$ cat src/rtl/uart_tx_arbiter.sv
`default_nettype none
// ============================================================================
// Module   : uart_tx_arbiter
// Purpose  : Shares one UART transmitter among NUM_REQ byte requesters.
//            Round-robin arbitration, optional bursts of up to BURST_MAX bytes
//            per grant, transmitter busy tracking and a start timeout.
//            All sequencing advances only on clk edges where clken=1.
// Ports    : clk, rst_n        clock, asynchronous active-low reset
//            clken             sequencing enable (baud domain)
//            req, req_data     level requests and packed per-requester bytes
//            ack               one-hot pulse: requester byte consumed
//            tx_start, tx_data start pulse and byte to the transmitter
//            tx_busy           transmitter busy flag
//            grant_id          current or last granted requester
//            grant_valid       high while a byte is in flight
//            timeout_err       pulse: tx_busy never rose after tx_start
// Revision : 1.0 - initial release
// ============================================================================
module uart_tx_arbiter #(
   parameter int NUM_REQ      = 4,
   parameter int DATA_W       = 8,
   parameter int BURST_MAX    = 1,
   parameter int BUSY_TIMEOUT = 16
) (
   input  logic                         clk,
   input  logic                         rst_n,
   input  logic                         clken,
   input  logic [NUM_REQ-1:0]           req,
   input  logic [NUM_REQ*DATA_W-1:0]    req_data,
   output logic [NUM_REQ-1:0]           ack,
   output logic                         tx_start,
   output logic [DATA_W-1:0]            tx_data,
   input  logic                         tx_busy,
   output logic [$clog2(NUM_REQ)-1:0]   grant_id,
   output logic                         grant_valid,
   output logic                         timeout_err
);

   localparam int c_ID_W   = $clog2(NUM_REQ);
   localparam int c_BCNT_W = $clog2(BURST_MAX + 1);
   localparam int c_TMO_W  = $clog2(BUSY_TIMEOUT + 1);

   localparam logic [c_ID_W-1:0]   c_LAST_INIT = c_ID_W'(NUM_REQ - 1);
   localparam logic [c_BCNT_W-1:0] c_BURST_MAX = c_BCNT_W'(BURST_MAX);
   localparam logic [c_TMO_W-1:0]  c_TMO_LAST  = c_TMO_W'(BUSY_TIMEOUT - 1);

   typedef enum logic [1:0] {
      S_IDLE      = 2'd0,
      S_WAIT_BUSY = 2'd1,
      S_WAIT_DONE = 2'd2
   } state_t;

   // Registered state and outputs
   state_t                r_state;
   logic [NUM_REQ-1:0]    r_ack;
   logic                  r_tx_start;
   logic [DATA_W-1:0]     r_tx_data;
   logic [c_ID_W-1:0]     r_grant_id;
   logic                  r_grant_valid;
   logic                  r_timeout_err;
   logic [c_BCNT_W-1:0]   r_burst_cnt;
   logic [c_TMO_W-1:0]    r_tmo_cnt;
   logic [c_ID_W-1:0]     r_last_grant;

   // Next-state values
   state_t                w_state_nxt;
   logic [NUM_REQ-1:0]    w_ack_nxt;
   logic                  w_tx_start_nxt;
   logic [DATA_W-1:0]     w_tx_data_nxt;
   logic [c_ID_W-1:0]     w_grant_id_nxt;
   logic                  w_grant_valid_nxt;
   logic                  w_timeout_err_nxt;
   logic [c_BCNT_W-1:0]   w_burst_cnt_nxt;
   logic [c_TMO_W-1:0]    w_tmo_cnt_nxt;
   logic [c_ID_W-1:0]     w_last_grant_nxt;

   // Arbitration and current-grant helpers
   logic [c_ID_W-1:0]     w_pick;
   logic [NUM_REQ-1:0]    w_pick_oh;
   logic [DATA_W-1:0]     w_pick_data;
   logic [NUM_REQ-1:0]    w_cur_oh;
   logic [DATA_W-1:0]     w_cur_data;
   logic                  w_cur_req;
   int                    w_rank;
   int                    w_best_rank;

   // Round-robin pick: each requester's rank is its distance above last_grant
   // (1 .. NUM_REQ, shifted to 0-based); the lowest-ranked active request wins.
   always_comb begin
      w_pick      = '0;
      w_rank      = 0;
      w_best_rank = NUM_REQ;
      for (int i = 0; i < NUM_REQ; i++) begin
         w_rank = i - int'(r_last_grant) - 1;
         if (w_rank < 0) begin
            w_rank = w_rank + NUM_REQ;
         end
         if (req[i] && (w_rank < w_best_rank)) begin
            w_best_rank = w_rank;
            w_pick      = c_ID_W'(i);
         end
      end
   end

   always_comb begin
      w_pick_oh   = '0;
      w_pick_data = '0;
      w_cur_oh    = '0;
      w_cur_data  = '0;
      w_cur_req   = 1'b0;
      for (int i = 0; i < NUM_REQ; i++) begin
         if (c_ID_W'(i) == w_pick) begin
            w_pick_oh[i] = 1'b1;
            w_pick_data  = req_data[i*DATA_W +: DATA_W];
         end
         if (c_ID_W'(i) == r_grant_id) begin
            w_cur_oh[i] = 1'b1;
            w_cur_data  = req_data[i*DATA_W +: DATA_W];
            w_cur_req   = req[i];
         end
      end
   end

   // Next-state and output logic
   always_comb begin
      w_state_nxt       = r_state;
      w_ack_nxt         = '0;
      w_tx_start_nxt    = 1'b0;
      w_timeout_err_nxt = 1'b0;
      w_tx_data_nxt     = r_tx_data;
      w_grant_id_nxt    = r_grant_id;
      w_grant_valid_nxt = r_grant_valid;
      w_burst_cnt_nxt   = r_burst_cnt;
      w_tmo_cnt_nxt     = r_tmo_cnt;
      w_last_grant_nxt  = r_last_grant;

      case (r_state)
         S_IDLE: begin
            // tx_busy is deliberately ignored while idle
            if (|req) begin
               w_ack_nxt         = w_pick_oh;
               w_tx_start_nxt    = 1'b1;
               w_tx_data_nxt     = w_pick_data;
               w_grant_id_nxt    = w_pick;
               w_grant_valid_nxt = 1'b1;
               w_burst_cnt_nxt   = c_BCNT_W'(1);
               w_tmo_cnt_nxt     = '0;
               w_state_nxt       = S_WAIT_BUSY;
            end
         end

         S_WAIT_BUSY: begin
            if (tx_busy) begin
               w_state_nxt = S_WAIT_DONE;
            end else if (r_tmo_cnt == c_TMO_LAST) begin
               // Transmitter never started: drop the byte, do not re-ack it
               w_timeout_err_nxt = 1'b1;
               w_last_grant_nxt  = r_grant_id;
               w_grant_valid_nxt = 1'b0;
               w_burst_cnt_nxt   = '0;
               w_state_nxt       = S_IDLE;
            end else begin
               w_tmo_cnt_nxt = r_tmo_cnt + 1'b1;
            end
         end

         S_WAIT_DONE: begin
            if (!tx_busy) begin
               if (w_cur_req && (r_burst_cnt < c_BURST_MAX)) begin
                  // Burst continuation: same requester, no re-arbitration
                  w_ack_nxt       = w_cur_oh;
                  w_tx_start_nxt  = 1'b1;
                  w_tx_data_nxt   = w_cur_data;
                  w_burst_cnt_nxt = r_burst_cnt + 1'b1;
                  w_tmo_cnt_nxt   = '0;
                  w_state_nxt     = S_WAIT_BUSY;
               end else begin
                  w_last_grant_nxt  = r_grant_id;
                  w_grant_valid_nxt = 1'b0;
                  w_burst_cnt_nxt   = '0;
                  w_state_nxt       = S_IDLE;
               end
            end
         end

         default: begin
            // Illegal encoding: return to a clean idle
            w_state_nxt       = S_IDLE;
            w_tx_data_nxt     = '0;
            w_grant_id_nxt    = '0;
            w_grant_valid_nxt = 1'b0;
            w_burst_cnt_nxt   = '0;
            w_tmo_cnt_nxt     = '0;
            w_last_grant_nxt  = c_LAST_INIT;
         end
      endcase
   end

   // State register: holds everything when clken is low
   always_ff @(posedge clk or negedge rst_n) begin
      if (!rst_n) begin
         r_state       <= S_IDLE;
         r_ack         <= '0;
         r_tx_start    <= 1'b0;
         r_tx_data     <= '0;
         r_grant_id    <= '0;
         r_grant_valid <= 1'b0;
         r_timeout_err <= 1'b0;
         r_burst_cnt   <= '0;
         r_tmo_cnt     <= '0;
         r_last_grant  <= c_LAST_INIT;
      end else if (clken) begin
         r_state       <= w_state_nxt;
         r_ack         <= w_ack_nxt;
         r_tx_start    <= w_tx_start_nxt;
         r_tx_data     <= w_tx_data_nxt;
         r_grant_id    <= w_grant_id_nxt;
         r_grant_valid <= w_grant_valid_nxt;
         r_timeout_err <= w_timeout_err_nxt;
         r_burst_cnt   <= w_burst_cnt_nxt;
         r_tmo_cnt     <= w_tmo_cnt_nxt;
         r_last_grant  <= w_last_grant_nxt;
      end
   end

   assign ack         = r_ack;
   assign tx_start    = r_tx_start;
   assign tx_data     = r_tx_data;
   assign grant_id    = r_grant_id;
   assign grant_valid = r_grant_valid;
   assign timeout_err = r_timeout_err;

endmodule
`default_nettype wire

$ cat config.mk
export PLATFORM = sky130hd
export DESIGN_NAME = uart_tx_arbiter
export DESIGN_NICKNAME = d
export VERILOG_FILES = /design/src/rtl/uart_tx_arbiter.sv
export SDC_FILE = /design/constraint.sdc
export NUM_CORES = 1
export LEC_CHECK = 0
export CORE_MARGIN = 3
export CORE_UTILIZATION = 45
export CTS_BUF_LIST = sky130_fd_sc_hd__clkbuf_16
export DETAILED_ROUTE_END_ITERATION = 7
export PLACE_DENSITY_LB_ADDON = 0.1
export SLEW_MARGIN = 30
export SYNTH_ARGS = -nofsm -noshare
export SYNTH_HDL_FRONTEND = slang
export SYNTH_SLANG_ARGS = --single-unit
$ cat constraint.sdc
create_clock -name clk -period 4 [get_ports clk]
set_input_delay 0.6 -clock clk [delete_from_list [all_inputs] [get_ports clk]]
set_output_delay 0.6 -clock clk [all_outputs]
set_load 0.03 [all_outputs]
-- Word level (Yosys, flattened, before mapping)
Cells that the tools add are included.
- add/sub/neg operators: 14
- $lt $le $gt $ge: 9
- eq/ne operators: 17
- multiplexer cells: 73
- bitwise operators: 3
- reduce and logical (&&, ||, !) cells: 17
- operators with widths (cell ; count):
    $mux 32 ; 7
    $lt 32x32->1 ; 3
    $mux 8 ; 11
    $lt 32x4->1 const B ; 1
    $mux 1 ; 27
    $mux 5 ; 5
    $pmux 8 s3 ; 1
    $mux 2 ; 11
    $add 4x4->5 const B ; 4
    $reduce_and 6->1 ; 3
    $lt 4x1->1 const B ; 4
    $sub 3x2->4 const B ; 4
    $pmux 5 s3 ; 1
    $ne 2x2->1 const B ; 7
    $mux 4 ; 3
    $pmux 2 s3 ; 2
    $reduce_and 5->1 ; 2
    $eq 2x2->1 const A ; 4
    $pmux 4 s2 ; 1
    $logic_not 2->1 ; 3
    $pmux 1 s3 ; 2
    $sub 1x2->3 const A ; 2
    $sub 2x2->3 const A ; 2
    $add 5x1->5 const B ; 1
    15 further kinds ; 22
- bits in registers: 27
- input bits: 40
- output and inout port bits: 17
- logic and storage cells: 143

-- Depth between registers and ports, before layout
Gate-level depths: netlist of run 1.
- depth after elaboration: 23
- depth in mapped cells: 20
- mapped depth without buffers: 19

-- Worst setup path after synthesis of run 1
Ideal clock, no wire load.
- path kind: register to register
- start: register r_last_grant[0]
- end: register r_tx_data[6] (netlist: tx_data[6])
- setup time: 0.135 ns
- arrival: 3.763 ns
- required time: 3.865 ns
- slack: 0.102 ns
- stages on the path, launching flop included: 20
- path buffers: 1
- clock period less this slack: 3.898 ns
- cells stage by stage: dfstp_2 inv_1 ha_1 xor2_1 inv_1 ha_1 ha_1 nor4bb_1 o211ai_2 and2_4 buf_6 nand2_1 o21ai_0 ha_1 a21oi_1 nor2_1 nor3_2 mux2i_4 o221ai_1 a31oi_2
- cells in the longest elaborated chain, start to end: 23
- elaborated cells between the ends (all ways): 44
- classes of those cells: add/sub (12); order compare (8); eq/ne (3); mux (16); reduce/logical (5)
- ends and longest elaborated chain (element ; line ; RTL):
    from (decl) ; 63 ; logic [c_ID_W-1:0] r_last_grant;
    from (signal assigned) ; 211 ; r_last_grant <= c_LAST_INIT;
    from (signal assigned) ; 222 ; r_last_grant <= w_last_grant_nxt;
    $sub 1x2->3 ; 94 ; w_rank = i - int'(r_last_grant) - 1;
    $sub 3x2->4 ; 94 ;
    $add 4x4->5 / $lt 4x1->1 (equally long branches) ; 96, 95 ;
    $mux 32 ; 95 ; if (w_rank < 0) begin
    $lt 32x4->1 ; 98 ; if (req[i] && (w_rank < w_best_rank)) begin
    $logic_and 1x1->1 ; 98 ;
    $mux 32 ; 98 ;
    $lt 32x32->1 ; 98 ;
    (+5 left out) ; n/a ;
    $lt 32x32->1 ; 98 ;
    $logic_and 1x1->1 ; 98 ;
    $mux 2 * ; 98 ;
    $logic_not 2->1 ; 112 ; if (c_ID_W'(i) == w_pick) begin
    $mux 8 (3 in series) ; 112 ;
    $mux 8 * ; 112 ;
    $mux 8 * ; 140 ; if (|req) begin
    $pmux 8 s3 * ; 137 ; case (r_state)
    to (signal assigned) ; 216 ; r_tx_data <= w_tx_data_nxt;
    to (decl) ; 57 ; logic [DATA_W-1:0] r_tx_data;
Every way passes the cells marked *; elsewhere a longest branch is shown, timed or not. The select of a mux whose other input is x is not followed.
A chain may end at the register's enable or synchronous reset.

-- Final worst setup path of run 1
- start: register r_last_grant[0]
- end: register r_tx_data[3] (netlist: tx_data[3])
The elaborated chain is that of the path after synthesis.

==> results.txt, run 1 <==
R2R Path Start: r_last_grant[0]
GR Util All Layers: 19.9%
Clock sink count: 27
Antenna cells: 0
Starting Density: 48.6%
Post-synthesis instance area: 2200 um2
Commonest non-fill, non-tap cell in the layout: clkdlybuf4s50_1
Ports: 57
Synth Instances: 226
Hold Path Depth: 2
R2R Path End: tx_data[3]
Final setup fails: 0
Worst Tran Pin Value: 0.719 ns
Most frequent cells in the layout: 56 x clkdlybuf4s50_1, 25 x dfrtp_1, 22 x buf_4
Via count: 2,032
1st-pass router iterations: 4
Fmax: 260 MHz
Vias per cell: 5.66
Asr flop ratio synth: 100%
Largest net degree at the start of global routing: 28
WP data arrival: 3.95 ns
Critical Path End Type: flop
Die Area: 5770 um2
Critical path peak fanout: 5
VDD IR max: 454 uV
Placer Congestion: 0.839
Clock Path Buffers: 2
WHS Endpoint: grant_valid
Hold-fix buffers at CTS: 0
Core Area: 4530 um2
Hold Violations, Final: 0
Crit start category: flop
Register Area: 678 um2
# DRC: 0
Fin nets: 349
H-tree levels: 1
Worst Skew: 0.00134 ns
Total global routing overflow: 0
Hold Path Origin: grant_valid
Remaining antenna violation count: 0
TritonCTS clock tree: yes
PwrDens: 951 nW/um2
CTS buffer count: 3
Ys flop type: dfrtp_1
First-pass GRT wire length: 9.56 mm
Worst Reg-to-Reg Cells: 19
Synth Register Bits: 27
Critical path type: flop to flop
Placed cell count: 347
Count of cell types in the netlist: 59
Wirelength per Cell: 15.9 um
Multi-input gate area: 1550 um2
Clk root buf: clkbuf_16
Area growth from synthesis to layout: 43.8%
Total power: 3010 uW
Clk Latency, worst-skew pair: 0.26 ns
Std-Cell Rows: 24
Post-synth EDFFs: 0
Syn_area_per_cell: 9.75 um2
Final WL: 5.71 mm
Initial antenna violation count: 0
Tcrit/Tclk final: 96.1%
1st-iter DRT viols: 98
Max-cap viol count: 0
Die width: 76.0 um
Proportion of layout cells with a drive suffix above 1: 24.8%
Reg2reg setup slack: 0.16 ns
Post-DP HPWL: 4.04 mm
Post-Layout Cell Count: 359
CP Data Required Time: 4.10 ns
Fillers: 367
Yosys warnings: 0
DIE HEIGHT: 76.0 um
Seq/Total Area, Yosys: 30.8%
PortBufs: 56
P_leak: 0.00124 uW
Number of global-route vias before repair: 2,081
Slew margin rel.: 52.0%
Worst Hold Class: flop to flop
Period minus WS final: 3.84 ns
Status: completed
Final slew viol count: 0
Worst-path clk slew: 0.06 ns
## how the worst max path moves through the flow
stage / slack (ns) / end / from / cells after the start
6_report: 0.16 / tx_data[3] / r_last_grant[0] / 19
5_1_grt: -0.08 / tx_data[3] / r_last_grant[0] / 19
4_1_cts: 0.01 / tx_data[3] / r_last_grant[0] / 19
3_5_place_dp: -0.20 / tx_data[0] / r_last_grant[0] / 18
3_3_place_gp: -0.08 / tx_data[2] / req[1] / 16
2_1_floorplan: 0.10 / tx_data[6] / r_last_grant[0] / 19
## what timing repair did
item                                    4_1_cts  5_1_grt
endpoints found under the setup margin        9       14
buffers inserted                              2        6
gates cloned                                  0        0
gates resized for setup                       6       25
pin swaps                                     1       15
hold endpoints to repair                      0        0
## flip-flops by register name (all words and copies together), names as in the netlist
signal	cells
r_burst_cnt	1
timeout_err	1
r_tmo_cnt	5
tx_start	1
grant_valid	1
tx_data	8
grant_id	2
ack	4
r_state	2
r_last_grant	2
## worst max-delay path, cell delays in order, from the launching register on
cell       delay [ns]
dfstp_2          0.58
inv_2            0.06
ha_4             0.27
nand2b_4         0.12
o21ai_2          0.05
a22oi_2          0.21
ha_1             0.27
o211ai_1         0.22
o211ai_2         0.11
and2_4           0.19
nand2_2          0.07
o21ai_2          0.07
ha_4             0.27
o22ai_2          0.05
nor3_2           0.25
o211ai_1         0.21
buf_4            0.20
or3_4            0.32
o2111ai_2        0.07
a31oi_1          0.10
## power breakdown
part	switching, uW	internal, uW
clock network	89.5	134
registers	98.3	391
logic	1150	1150
total	1340	1670
## layout make-up
type | count | share of cell area, %
multi-input combinational | 170 | 48.9
timing repair buffer | 78 | 22.9
sequential | 27 | 21.4
tap | 65 | 2.57
clock buffer | 3 | 2.37
inverter | 15 | 1.78
clock inverter | 1 | 0.118
## cells in the mapped netlist, types with 4 or more instances
library cell | instances | area, um2
nor2_1 | 20 | 75.1
clkbuf_1 | 4 | 15.0
mux2_2 | 6 | 67.6
o31a_1 | 8 | 70.1
mux4_2 | 5 | 113
dfrtp_1 | 25 | 626
o21ai_0 | 11 | 55.1
nand2b_1 | 5 | 31.3
buf_2 | 5 | 25.0
ha_1 | 14 | 175
nand2_1 | 20 | 75.1
a31oi_1 | 9 | 56.3
o221ai_1 | 8 | 70.1
mux4_1 | 4 | 105
inv_1 | 15 | 56.3
## per-stage QoR
| stage | area [um2] | worst slack (ns) | TNS, ns | util [%] | hold WS [ns] |
|---|---|---|---|---|---|
| 2_1_floorplan | 2210 | 0.102 | 0 | - | 0.304 |
| 3_3_place_gp | 2860 | -0.0763 | -0.517 | 63.1 | 0.485 |
| 3_5_place_dp | 2860 | -0.199 | -1.54 | 63.1 | 0.498 |
| 4_1_cts | 2990 | 0.0134 | 0 | 65.9 | 0.513 |
| 5_1_grt | 3170 | -0.0780 | -0.530 | 69.9 | 0.555 |
| 6_report | 3170 | 0.156 | 0 | 69.9 | 0.507 |
## cells by family after synthesis
kind of cell | count (synthesis) | share of synthesized area, %
AND/OR/NAND/NOR | 78 | 19.8
AO/OA/AOI/OAI | 57 | 19.4
buffers and inverters | 30 | 6.81
flip-flops | 27 | 30.8
multiplexers | 16 | 14.0
adder cells (fa/ha/maj) | 14 | 7.95
XOR/XNOR | 3 | 1.19
other | 1 | 0.170
## metal layers
layer	GRT usage [%]	vias to the layer above	routed length [um]
met4	2.36	0	33
met3	4.73	4	404
met2	36.1	68	2820
met1	24.9	975	2450
met5	0	-	0
li1	-	985	-
Note: power is estimated with default switching activity, not from simulation.
==> inputs of run 2 (changes only) <==
Settings changed: CAP_MARGIN set to 20.
==> results of run 2 <==
Final layout, timing and power as in run 1 (identical DEF).
==> inputs of run 3 (changes only) <==
Settings changed: SLEW_MARGIN 30 to 20.
==> results of run 3 <==
Final layout, timing and power as in run 1 (identical DEF).
